## src/rtl/scr1_tcm_arb_if.sv

```systemverilog
// TCM arbiter bus bundle: core imem/dmem request ports plus the single-port memory side.
// The package carries the shared memory command/width/response encodings.
package scr1_tcm_arb_pkg;
    localparam int SCR1_IMEM_AWIDTH = 32;
    localparam int SCR1_DMEM_AWIDTH = 32;

    typedef enum logic {
        SCR1_MEM_CMD_RD = 1'b0,
        SCR1_MEM_CMD_WR = 1'b1
    } type_scr1_mem_cmd_e;

    typedef enum logic [1:0] {
        SCR1_MEM_WIDTH_BYTE  = 2'b00,
        SCR1_MEM_WIDTH_HWORD = 2'b01,
        SCR1_MEM_WIDTH_WORD  = 2'b10,
        SCR1_MEM_WIDTH_ERROR = 2'b11
    } type_scr1_mem_width_e;

    typedef enum logic [1:0] {
        SCR1_MEM_RESP_NOTRDY = 2'b00,
        SCR1_MEM_RESP_RDY_OK = 2'b01,
        SCR1_MEM_RESP_RDY_ER = 2'b10
    } type_scr1_mem_resp_e;
endpackage

interface scr1_tcm_arb_if #(
    parameter logic [31:0] SCR1_TCM_SIZE = 32'h00010000
);
    import scr1_tcm_arb_pkg::*;
    localparam int AW = $clog2(SCR1_TCM_SIZE) - 2;

    logic                          imem_req;
    type_scr1_mem_cmd_e            imem_cmd;
    logic [SCR1_IMEM_AWIDTH-1:0]   imem_addr;
    logic                          imem_req_ack;
    logic [31:0]                   imem_rdata;
    type_scr1_mem_resp_e           imem_resp;

    logic                          dmem_req;
    type_scr1_mem_cmd_e            dmem_cmd;
    type_scr1_mem_width_e          dmem_width;
    logic [SCR1_DMEM_AWIDTH-1:0]   dmem_addr;
    logic [31:0]                   dmem_wdata;
    logic                          dmem_req_ack;
    logic [31:0]                   dmem_rdata;
    type_scr1_mem_resp_e           dmem_resp;

    logic                          mem_rena;
    logic                          mem_wena;
    logic [3:0]                    mem_byteen;
    logic [AW-1:0]                 mem_addr;
    logic [31:0]                   mem_wdata;
    logic [31:0]                   mem_rdata;

    modport master (
        output imem_req, imem_cmd, imem_addr,
        input  imem_req_ack, imem_rdata, imem_resp,
        output dmem_req, dmem_cmd, dmem_width, dmem_addr, dmem_wdata,
        input  dmem_req_ack, dmem_rdata, dmem_resp,
        input  mem_rena, mem_wena, mem_byteen, mem_addr, mem_wdata,
        output mem_rdata
    );

    modport slave (
        input  imem_req, imem_cmd, imem_addr,
        output imem_req_ack, imem_rdata, imem_resp,
        input  dmem_req, dmem_cmd, dmem_width, dmem_addr, dmem_wdata,
        output dmem_req_ack, dmem_rdata, dmem_resp,
        output mem_rena, mem_wena, mem_byteen, mem_addr, mem_wdata,
        input  mem_rdata
    );
endinterface

```

## src/rtl/scr1_tcm_arb.sv

```systemverilog
// Single-port TCM arbiter: imem/dmem grant, byte-lane steering, range check, responses.
// Optional dmem burst limit enabled by defining SCR1_TCM_ARB_BURST_LIMIT_EN.
module scr1_tcm_arb
    import scr1_tcm_arb_pkg::*;
#(
    parameter logic [31:0] SCR1_TCM_SIZE      = 32'h00010000,
    parameter int          SCR1_TCM_ARB_BURST = 4
) (
    input  logic           clk,
    input  logic           rst_n,
    scr1_tcm_arb_if.slave  bus
);
    localparam int AW = $clog2(SCR1_TCM_SIZE) - 2;

    logic                rdy_q;
    logic                i_pri;
    logic                i_gnt;
    logic                d_gnt;
    logic                i_err;
    logic                d_err;
    logic                d_mis;
    logic                d_rd;
    type_scr1_mem_resp_e i_resp_q, i_resp_d;
    type_scr1_mem_resp_e d_resp_q, d_resp_d;
    logic [1:0]          shift_q, shift_d;
    logic                d_rd_q, d_rd_d;
    logic                rena;
    logic                wena;
    logic [3:0]          byteen;
    logic [AW-1:0]       maddr;
    logic [31:0]         wdata;
    logic                unused_ok;

    assign unused_ok = ^{bus.imem_cmd, bus.imem_addr[1:0]};

    always_ff @(posedge clk or negedge rst_n) begin
        if (!rst_n) rdy_q <= 1'b0;
        else        rdy_q <= 1'b1;
    end

    assign d_rd  = (bus.dmem_cmd == SCR1_MEM_CMD_RD);
    assign i_err = (bus.imem_addr >= SCR1_TCM_SIZE);

    always_comb begin
        d_mis = 1'b0;
        case (bus.dmem_width)
            SCR1_MEM_WIDTH_BYTE:  d_mis = 1'b0;
            SCR1_MEM_WIDTH_HWORD: d_mis = bus.dmem_addr[0];
            SCR1_MEM_WIDTH_WORD:  d_mis = |bus.dmem_addr[1:0];
            default:              d_mis = 1'b1;
        endcase
    end

    assign d_err = (bus.dmem_addr >= SCR1_TCM_SIZE) | d_mis;

`ifdef SCR1_TCM_ARB_BURST_LIMIT_EN
    logic [3:0] burst_q, burst_d;

    // imem takes the port once dmem has held it for the burst budget
    assign i_pri = bus.imem_req & (burst_q >= 4'(SCR1_TCM_ARB_BURST));

    always_comb begin
        burst_d = burst_q;
        if (!bus.imem_req || i_gnt)   burst_d = 4'd0;
        else if (d_gnt && burst_q != 4'hF) burst_d = burst_q + 4'd1;
    end

    always_ff @(posedge clk or negedge rst_n) begin
        if (!rst_n) burst_q <= 4'd0;
        else        burst_q <= burst_d;
    end
`else
    assign i_pri = 1'b0;
`endif

    assign d_gnt = rdy_q & bus.dmem_req & ~i_pri;
    assign i_gnt = rdy_q & bus.imem_req & ~d_gnt;

    always_comb begin
        rena   = 1'b0;
        wena   = 1'b0;
        byteen = 4'h0;
        maddr  = '0;
        wdata  = 32'h0;
        if (d_gnt) begin
            maddr = bus.dmem_addr[AW+1:2];
            if (!d_err) begin
                rena = d_rd;
                wena = ~d_rd;
                case (bus.dmem_width)
                    SCR1_MEM_WIDTH_BYTE: begin
                        byteen = 4'b0001 << bus.dmem_addr[1:0];
                        wdata  = {4{bus.dmem_wdata[7:0]}};
                    end
                    SCR1_MEM_WIDTH_HWORD: begin
                        byteen = 4'b0011 << {bus.dmem_addr[1], 1'b0};
                        wdata  = {2{bus.dmem_wdata[15:0]}};
                    end
                    default: begin
                        byteen = 4'hF;
                        wdata  = bus.dmem_wdata;
                    end
                endcase
            end
        end else if (i_gnt) begin
            maddr = bus.imem_addr[AW+1:2];
            if (!i_err) begin
                rena   = 1'b1;
                byteen = 4'hF;
            end
        end
    end

    always_comb begin
        i_resp_d = SCR1_MEM_RESP_NOTRDY;
        d_resp_d = SCR1_MEM_RESP_NOTRDY;
        shift_d  = shift_q;
        d_rd_d   = d_rd_q;
        if (i_gnt) begin
            i_resp_d = i_err ? SCR1_MEM_RESP_RDY_ER : SCR1_MEM_RESP_RDY_OK;
        end
        if (d_gnt) begin
            d_resp_d = d_err ? SCR1_MEM_RESP_RDY_ER : SCR1_MEM_RESP_RDY_OK;
            shift_d  = bus.dmem_addr[1:0];
            d_rd_d   = d_rd;
        end
    end

    always_ff @(posedge clk or negedge rst_n) begin
        if (!rst_n) begin
            i_resp_q <= SCR1_MEM_RESP_NOTRDY;
            d_resp_q <= SCR1_MEM_RESP_NOTRDY;
            shift_q  <= 2'd0;
            d_rd_q   <= 1'b0;
        end else begin
            i_resp_q <= i_resp_d;
            d_resp_q <= d_resp_d;
            shift_q  <= shift_d;
            d_rd_q   <= d_rd_d;
        end
    end

    assign bus.imem_req_ack = i_gnt;
    assign bus.dmem_req_ack = d_gnt;
    assign bus.mem_rena     = rena;
    assign bus.mem_wena     = wena;
    assign bus.mem_byteen   = byteen;
    assign bus.mem_addr     = maddr;
    assign bus.mem_wdata    = wdata;
    assign bus.imem_resp    = i_resp_q;
    assign bus.dmem_resp    = d_resp_q;

    assign bus.imem_rdata = (i_resp_q == SCR1_MEM_RESP_RDY_OK) ? bus.mem_rdata : 32'h0;
    assign bus.dmem_rdata = (d_resp_q == SCR1_MEM_RESP_RDY_OK && d_rd_q)
                          ? (bus.mem_rdata >> {shift_q, 3'b000}) : 32'h0;
endmodule

```

## src/flat_wrapper.sv

```systemverilog
// flat-port wrapper written by rule: the top's interface ports become plain ports
module scr1_tcm_arb_flat import scr1_tcm_arb_pkg::*;
#(
    parameter logic [31:0] SCR1_TCM_SIZE      = 32'h00010000,
    parameter int          SCR1_TCM_ARB_BURST = 4
)
  (clk, rst_n, bus_imem_req, bus_imem_cmd, bus_imem_addr, bus_imem_req_ack, bus_imem_rdata, bus_imem_resp, bus_dmem_req, bus_dmem_cmd, bus_dmem_width, bus_dmem_addr, bus_dmem_wdata, bus_dmem_req_ack, bus_dmem_rdata, bus_dmem_resp, bus_mem_rena, bus_mem_wena, bus_mem_byteen, bus_mem_addr, bus_mem_wdata, bus_mem_rdata);
  scr1_tcm_arb_if #(.SCR1_TCM_SIZE(SCR1_TCM_SIZE)) bus_i ();
  input  logic clk;
  input  logic rst_n;
  input wire logic [$bits(bus_i.imem_req)-1:0] bus_imem_req;
  input wire logic [$bits(bus_i.imem_cmd)-1:0] bus_imem_cmd;
  input wire logic [$bits(bus_i.imem_addr)-1:0] bus_imem_addr;
  output wire logic [$bits(bus_i.imem_req_ack)-1:0] bus_imem_req_ack;
  output wire logic [$bits(bus_i.imem_rdata)-1:0] bus_imem_rdata;
  output wire logic [$bits(bus_i.imem_resp)-1:0] bus_imem_resp;
  input wire logic [$bits(bus_i.dmem_req)-1:0] bus_dmem_req;
  input wire logic [$bits(bus_i.dmem_cmd)-1:0] bus_dmem_cmd;
  input wire logic [$bits(bus_i.dmem_width)-1:0] bus_dmem_width;
  input wire logic [$bits(bus_i.dmem_addr)-1:0] bus_dmem_addr;
  input wire logic [$bits(bus_i.dmem_wdata)-1:0] bus_dmem_wdata;
  output wire logic [$bits(bus_i.dmem_req_ack)-1:0] bus_dmem_req_ack;
  output wire logic [$bits(bus_i.dmem_rdata)-1:0] bus_dmem_rdata;
  output wire logic [$bits(bus_i.dmem_resp)-1:0] bus_dmem_resp;
  output wire logic [$bits(bus_i.mem_rena)-1:0] bus_mem_rena;
  output wire logic [$bits(bus_i.mem_wena)-1:0] bus_mem_wena;
  output wire logic [$bits(bus_i.mem_byteen)-1:0] bus_mem_byteen;
  output wire logic [$bits(bus_i.mem_addr)-1:0] bus_mem_addr;
  output wire logic [$bits(bus_i.mem_wdata)-1:0] bus_mem_wdata;
  input wire logic [$bits(bus_i.mem_rdata)-1:0] bus_mem_rdata;
  assign bus_i.imem_req = bus_imem_req;
  assign bus_i.imem_cmd = bus_imem_cmd;
  assign bus_i.imem_addr = bus_imem_addr;
  assign bus_imem_req_ack = bus_i.imem_req_ack;
  assign bus_imem_rdata = bus_i.imem_rdata;
  assign bus_imem_resp = bus_i.imem_resp;
  assign bus_i.dmem_req = bus_dmem_req;
  assign bus_i.dmem_cmd = bus_dmem_cmd;
  assign bus_i.dmem_width = bus_dmem_width;
  assign bus_i.dmem_addr = bus_dmem_addr;
  assign bus_i.dmem_wdata = bus_dmem_wdata;
  assign bus_dmem_req_ack = bus_i.dmem_req_ack;
  assign bus_dmem_rdata = bus_i.dmem_rdata;
  assign bus_dmem_resp = bus_i.dmem_resp;
  assign bus_mem_rena = bus_i.mem_rena;
  assign bus_mem_wena = bus_i.mem_wena;
  assign bus_mem_byteen = bus_i.mem_byteen;
  assign bus_mem_addr = bus_i.mem_addr;
  assign bus_mem_wdata = bus_i.mem_wdata;
  assign bus_i.mem_rdata = bus_mem_rdata;
  scr1_tcm_arb #(.SCR1_TCM_SIZE(SCR1_TCM_SIZE), .SCR1_TCM_ARB_BURST(SCR1_TCM_ARB_BURST)) u_core (.clk(clk), .rst_n(rst_n), .bus(bus_i));
endmodule
```

## config.mk

```make
export PLATFORM = sky130hd
export DESIGN_NAME = scr1_tcm_arb_flat
export DESIGN_NICKNAME = d
export VERILOG_FILES = /design/src/rtl/scr1_tcm_arb_if.sv /design/src/rtl/scr1_tcm_arb.sv /design/src/flat_wrapper.sv
export SDC_FILE = /design/constraint.sdc
export NUM_CORES = 1
export LEC_CHECK = 0
export CAP_MARGIN = 0
export CORE_AREA = 2 2 101 103
export DETAILED_ROUTE_END_ITERATION = 6
export DIE_AREA = 0 0 103 105
export PLACE_DENSITY = 0.71
export RECOVER_POWER = 100
export SLEW_MARGIN = 20
export SYNTH_ARGS = -nofsm -noshare
export SYNTH_HDL_FRONTEND = slang
export SYNTH_SLANG_ARGS = --single-unit
export TNS_END_PERCENT = 20
```

## constraint.sdc

```tcl
create_clock -name clk -period 1.37 [get_ports clk]
set_input_delay 0.2055 -clock clk [delete_from_list [all_inputs] [get_ports clk]]
set_output_delay 0.2055 -clock clk [all_outputs]
set_load 0.02 [all_outputs]
```

Word-level counts from Yosys, hierarchy flattened
Cells that the tools add are included.
Storage, ports and cells
  memories: 0
  memory bits (writable): 0
  bits in latches: 0
  logic and storage cells: 46
  bits in read-only memories: 0
  flip-flop bits (word level): 8
  bits of input ports: 136
Cells by class
  order comparisons: 2
  multiplexer cells: 23
  shift-type cells: 3
  $mul: 0
  div/mod/pow operators: 0
  reductions and logical operators: 3
  eq/ne operators: 4
  add/sub/neg operators: 0
  bitwise operators: 6
Operators by type and width (count)
  two-way mux 32 bit: 4
  greater-or-equal comparator 32 x 17 -> 1 bit (second input constant): 2
  one-hot mux 32 bit (2 select lines): 1
  >> shifter 32 x 5 -> 32 bit: 1
  two-way mux 14 bit: 2
  two-way mux 4 bit: 4
  two-way mux 2 bit: 4
  one-hot mux 4 bit (2 select lines): 1
  equality test 2 x 1 -> 1 bit (second input constant): 3
  two-way mux 1 bit: 6
  << shifter 1 x 2 -> 4 bit (first input constant): 1
  << shifter 2 x 2 -> 4 bit (first input constant): 1
  AND 1 bit: 3
  one-hot mux 1 bit (3 select lines): 1
  equality test 2 bit (second input constant): 1
  zero test 2 bit: 1
  NOT 1 bit: 2
  OR reduction 2 bit: 1
  logical AND 1 bit: 1
  bitwise OR 1 bit: 1

Logic depth before layout (Yosys ltp)
  word-level depth: 5
  depth in mapped cells: 7
  gate-level depth less buffers: 5

Worst setup path after synthesis
Ideal clock, no wire load.
  kind: register to output
  from: register u_core.d_resp_q[1], in the netlist u_core.bus.dmem_resp[1]
  to: output port bus_dmem_rdata[24]
  stages on the path, launching flop included: 6
  required time: 1.165 ns
  arrival: 1.547 ns
  path buffers: 1
  path slack: -0.383 ns
  cell sequence: dfrtp_1 > nand3b_1 > or2_2 > buf_2 > nor2_4 > and2_1
Between the ends
  longest elaborated chain between the ends: 3
Ends and longest elaborated chain
  start, declared: line scr1_tcm_arb.sv:24  | type_scr1_mem_resp_e d_resp_q, d_resp_d;
  start signal, assigned: line scr1_tcm_arb.sv:137  | d_resp_q <= d_resp_d;
  equality test 2 x 1 -> 1 bit: line scr1_tcm_arb.sv:154  | assign bus.dmem_rdata = (d_resp_q == SCR1_MEM_RESP_RDY_OK && d_rd_q)
  logical AND 1 bit: line scr1_tcm_arb.sv:154
  two-way mux 32 bit: line scr1_tcm_arb.sv:155  | ? (bus.mem_rdata >> {shift_q, 3'b000}) : 32'h0;
  end, declared: line flat_wrapper.sv:23  | output wire logic [$bits(bus_i.dmem_rdata)-1:0] bus_dmem_rdata;
No other way between the ends.

Worst setup path after layout
  from: input port bus_dmem_addr[28]
  to: output port bus_mem_wdata[21]
Between the ends
  longest elaborated chain between the ends: 4
Ends and longest elaborated chain
  start, declared: line flat_wrapper.sv:20  | input wire logic [$bits(bus_i.dmem_addr)-1:0] bus_dmem_addr;
  greater-or-equal comparator 32 x 17 -> 1 bit: line scr1_tcm_arb.sv:54  | assign d_err = (bus.dmem_addr >= SCR1_TCM_SIZE) | d_mis;
  bitwise OR 1 bit: line scr1_tcm_arb.sv:54
  two-way mux 32 bit: line scr1_tcm_arb.sv:87  | if (!d_err) begin
  two-way mux 32 bit: line scr1_tcm_arb.sv:85  | if (d_gnt) begin
  end, declared: line flat_wrapper.sv:29  | output wire logic [$bits(bus_i.mem_wdata)-1:0] bus_mem_wdata;
No other way between the ends.

==> flow_metrics.env <==
export IMPL_ir_drop_mv=0.158
export IMPL_layout_drive_gt1_share_pct=49.5
export IMPL_avgSynthCellArea_um2=6.99
export IMPL_critical_path_class="in2out"
export IMPL_pre_cts_slack_ns=-1.32
export IMPL_tns_ns=-27.75
export IMPL_violations="negative setup slack"
export IMPL_crit_path_start_kind="primary input"
export IMPL_numCtsBuffers=3
export IMPL_antenna_cells=0
export IMPL_postPlaceCellArea_um2=5090
export IMPL_use_met1_pct=20.4
export IMPL_rrSetupSlack_ns=0.25
export IMPL_top_usage_layer="met2"
export IMPL_gp_congestion=0.824
export IMPL_cp_num_buf_inv=4
export IMPL_finalHoldViolCount=0
export IMPL_grtUsageMet3_pct=4.21
export IMPL_synth_edf_count=0
export IMPL_power_density_nw_per_um2=332
export IMPL_use_met2_pct=40.3
export IMPL_drv_slew=0
export IMPL_start_util_pct=21.0
export IMPL_cts_hold_fix_buffers=0
export IMPL_synth_ff_type="dfrtp_1"
export IMPL_final_period_utilization_pct=132
export IMPL_worstSetupEndpointType="output port"
export IMPL_via_count=3318
export IMPL_dr_pass1_iters=4
export IMPL_cap_violations=0
export IMPL_std_cell_rows=36
export IMPL_dieArea_um2=10800
export IMPL_mostFrequentLayoutCell="buf_6"
export IMPL_nets=726
export IMPL_drtIter0Drc=63
export IMPL_globalRouteTotalUtil_pct=20.4
export IMPL_p_leak_nw=2.52
export IMPL_clockBufferDepth=2
export IMPL_clkLatencyLatePin_ns=0.23
export IMPL_detailed_place_hpwl_um=9020
export IMPL_wl_um=12200
export IMPL_cp_startpoint="bus_dmem_addr[28]"
export IMPL_r2r_end="u_core.bus.imem_resp[0]$_DFF_PN0_"
export IMPL_fin_util_pct=58.2
export IMPL_cts_root_buf="clkbuf_8"
export IMPL_yosysTopAreaCell="mux2i_1"
export IMPL_grt_pass1_wl_um=17600
export IMPL_critical_path_required_ns=1.16
export IMPL_crit_family="simple AND/OR/NAND/NOR gates"
export IMPL_grt_pass1_vias=3431
export IMPL_mostFrequentLayoutCells="94 x buf_6, 93 x clkdlybuf4s50_1, 75 x buf_4"
export IMPL_slowest_stage="nor4_4"
export IMPL_drt_drc_violations_left=0
export IMPL_placed_cells=706
export IMPL_setup_viol=116
export IMPL_grt_max_degree=33
export IMPL_arrival_ns=1.60
export IMPL_layout_area_overhead_vs_synth_pct=177
export IMPL_core_area_um2=9640
export IMPL_cts_tree="built"
export IMPL_clk_pin_slew_ns=0.04
export IMPL_overflow=0
export IMPL_layout_setup_ws_ns=-0.433
export IMPL_reg2reg_depth=3
export IMPL_rsz0062_at_grt="yes"
export IMPL_cp_max_fo=6
export IMPL_ant_nets=0
export IMPL_status="finished with violations"
export IMPL_period_minus_slack_ns=1.80
export IMPL_synth_async_sr_flop_share_pct=100
export IMPL_hp_class="in2async"
export IMPL_synthTopCellsByArea="mux2i_1 16%, and2_1 15%, dfrtp_1 9.9%, nor2_1 8.3%, a22o_1 6.1%"
export IMPL_ys_warn_count=0
export IMPL_cts_num_sinks=8
export IMPL_die_h_um=105
export IMPL_fmax_mhz=555
export IMPL_io_pins=258
export IMPL_die_w_um=103
export IMPL_syn_area_um2=2030
export IMPL_synth_top_area_share_pct=15.8
export IMPL_ys_ff_latch=8
export IMPL_syn_inst=290
export IMPL_regToRegStartpoint="u_core.rdy_q$_DFF_PN0_"
export IMPL_final_area_um2=5610
export IMPL_crit_chain="buf_2 > nor4_4 > and4_4 > nand3_4 > buf_12 > buf_16 > nor2_2 > buf_6"
export IMPL_antenna_found_initial=0
export IMPL_syn_num_nets=426
export IMPL_max_stage_delay_ns=0.28
export IMPL_port_buffers=254
export IMPL_wl_per_cell_um=16.9
export IMPL_via_per_inst=4.60
export IMPL_htreeDepth=1
export IMPL_instances_no_fill=721
export IMPL_yosysSeqAreaShare_pct=9.88
export IMPL_synth_distinct_cells=35
export IMPL_finClkSkew_ns=0.00254
[kinds of logic (layout without fill, tap and decap cells)]
family                 count (synthesis)  in the layout  share of synthesized area (%)
AOI/OAI and AO/OA                     68             68                           24.3
buffers and inverters                 27            325                           7.35
DFF                                    8              8                           9.88
muxes                                 32             32                           15.8
other                                  1              1                          0.185
and+or+nand+nor                      154            154                           42.5
[synthesized netlist by cell type (6+ instances only)]
| cell | number |
|---|---|
| nand2_1 | 23 |
| a21oi_1 | 23 |
| dfrtp_1 | 8 |
| buf_2 | 7 |
| nor2b_1 | 10 |
| mux2i_1 | 32 |
| clkbuf_1 | 11 |
| o21ai_0 | 6 |
| nor2_4 | 7 |
| and2_1 | 50 |
| nor2_1 | 45 |
| a211oi_1 | 16 |
| a22o_1 | 14 |
[worst max path at each step]
stage / endpoint / slack [ns] / depth (start not counted)
global placement: bus_mem_wdata[25] / -1.25 / 7
global route: bus_mem_rena / -0.55 / 6
floorplan: bus_dmem_rdata[24] / -0.35 / 5
detailed placement: bus_mem_wdata[11] / -1.32 / 7
finish: bus_mem_wdata[21] / -0.43 / 8
CTS: bus_mem_wdata[13] / -0.41 / 8
[report_power, final]
group	switching (mW)	total, mW	internal, mW
Sequential	0.0137	0.267	0.253
Combinational	0.574	1.32	0.742
Clock	0.0911	0.281	0.190
[layer usage]
layer | up-vias | share of wire, %
li1 | 1608 | -
met1 | 1524 | 34
met2 | 163 | 55
met3 | 23 | 8.4
met4 | 0 | 2.1
met5 | - | 0
[registers in the layout (all words and copies together) (netlist names)]
register and flops:
u_core.d_rd_q 1, u_core.bus.imem_resp 2, u_core.rdy_q 1, u_core.bus.dmem_resp 2, u_core.shift_q 2
[area by class of cell]
cell class              instances  area [um^2]
flip-flops and latches          8          201
fillers                       929         4030
multi-input cells             255         2050
inverters                       4         17.5
well taps                     133          166
repair buffers                318         3140
clock buffers                   3         41.3
[stage by stage]
stage,power (mW),hold WS [ns]
floorplan,0.724,-0.0901
global placement,1.37,0.499
detailed placement,1.39,0.514
CTS,1.78,0.270
global route,1.97,0.357
finish,1.87,0.330
[what timing repair did]
| item | CTS | global route |
|---|---|---|
| resized for setup | 812 | 76 |
| setup endpoints to repair | 124 | 118 |
| cloned | 4 | 1 |
| buffers inserted | 8 | 2 |
| pin swaps | 44 | 26 |
Note: power is estimated with default switching activity, not from simulation.
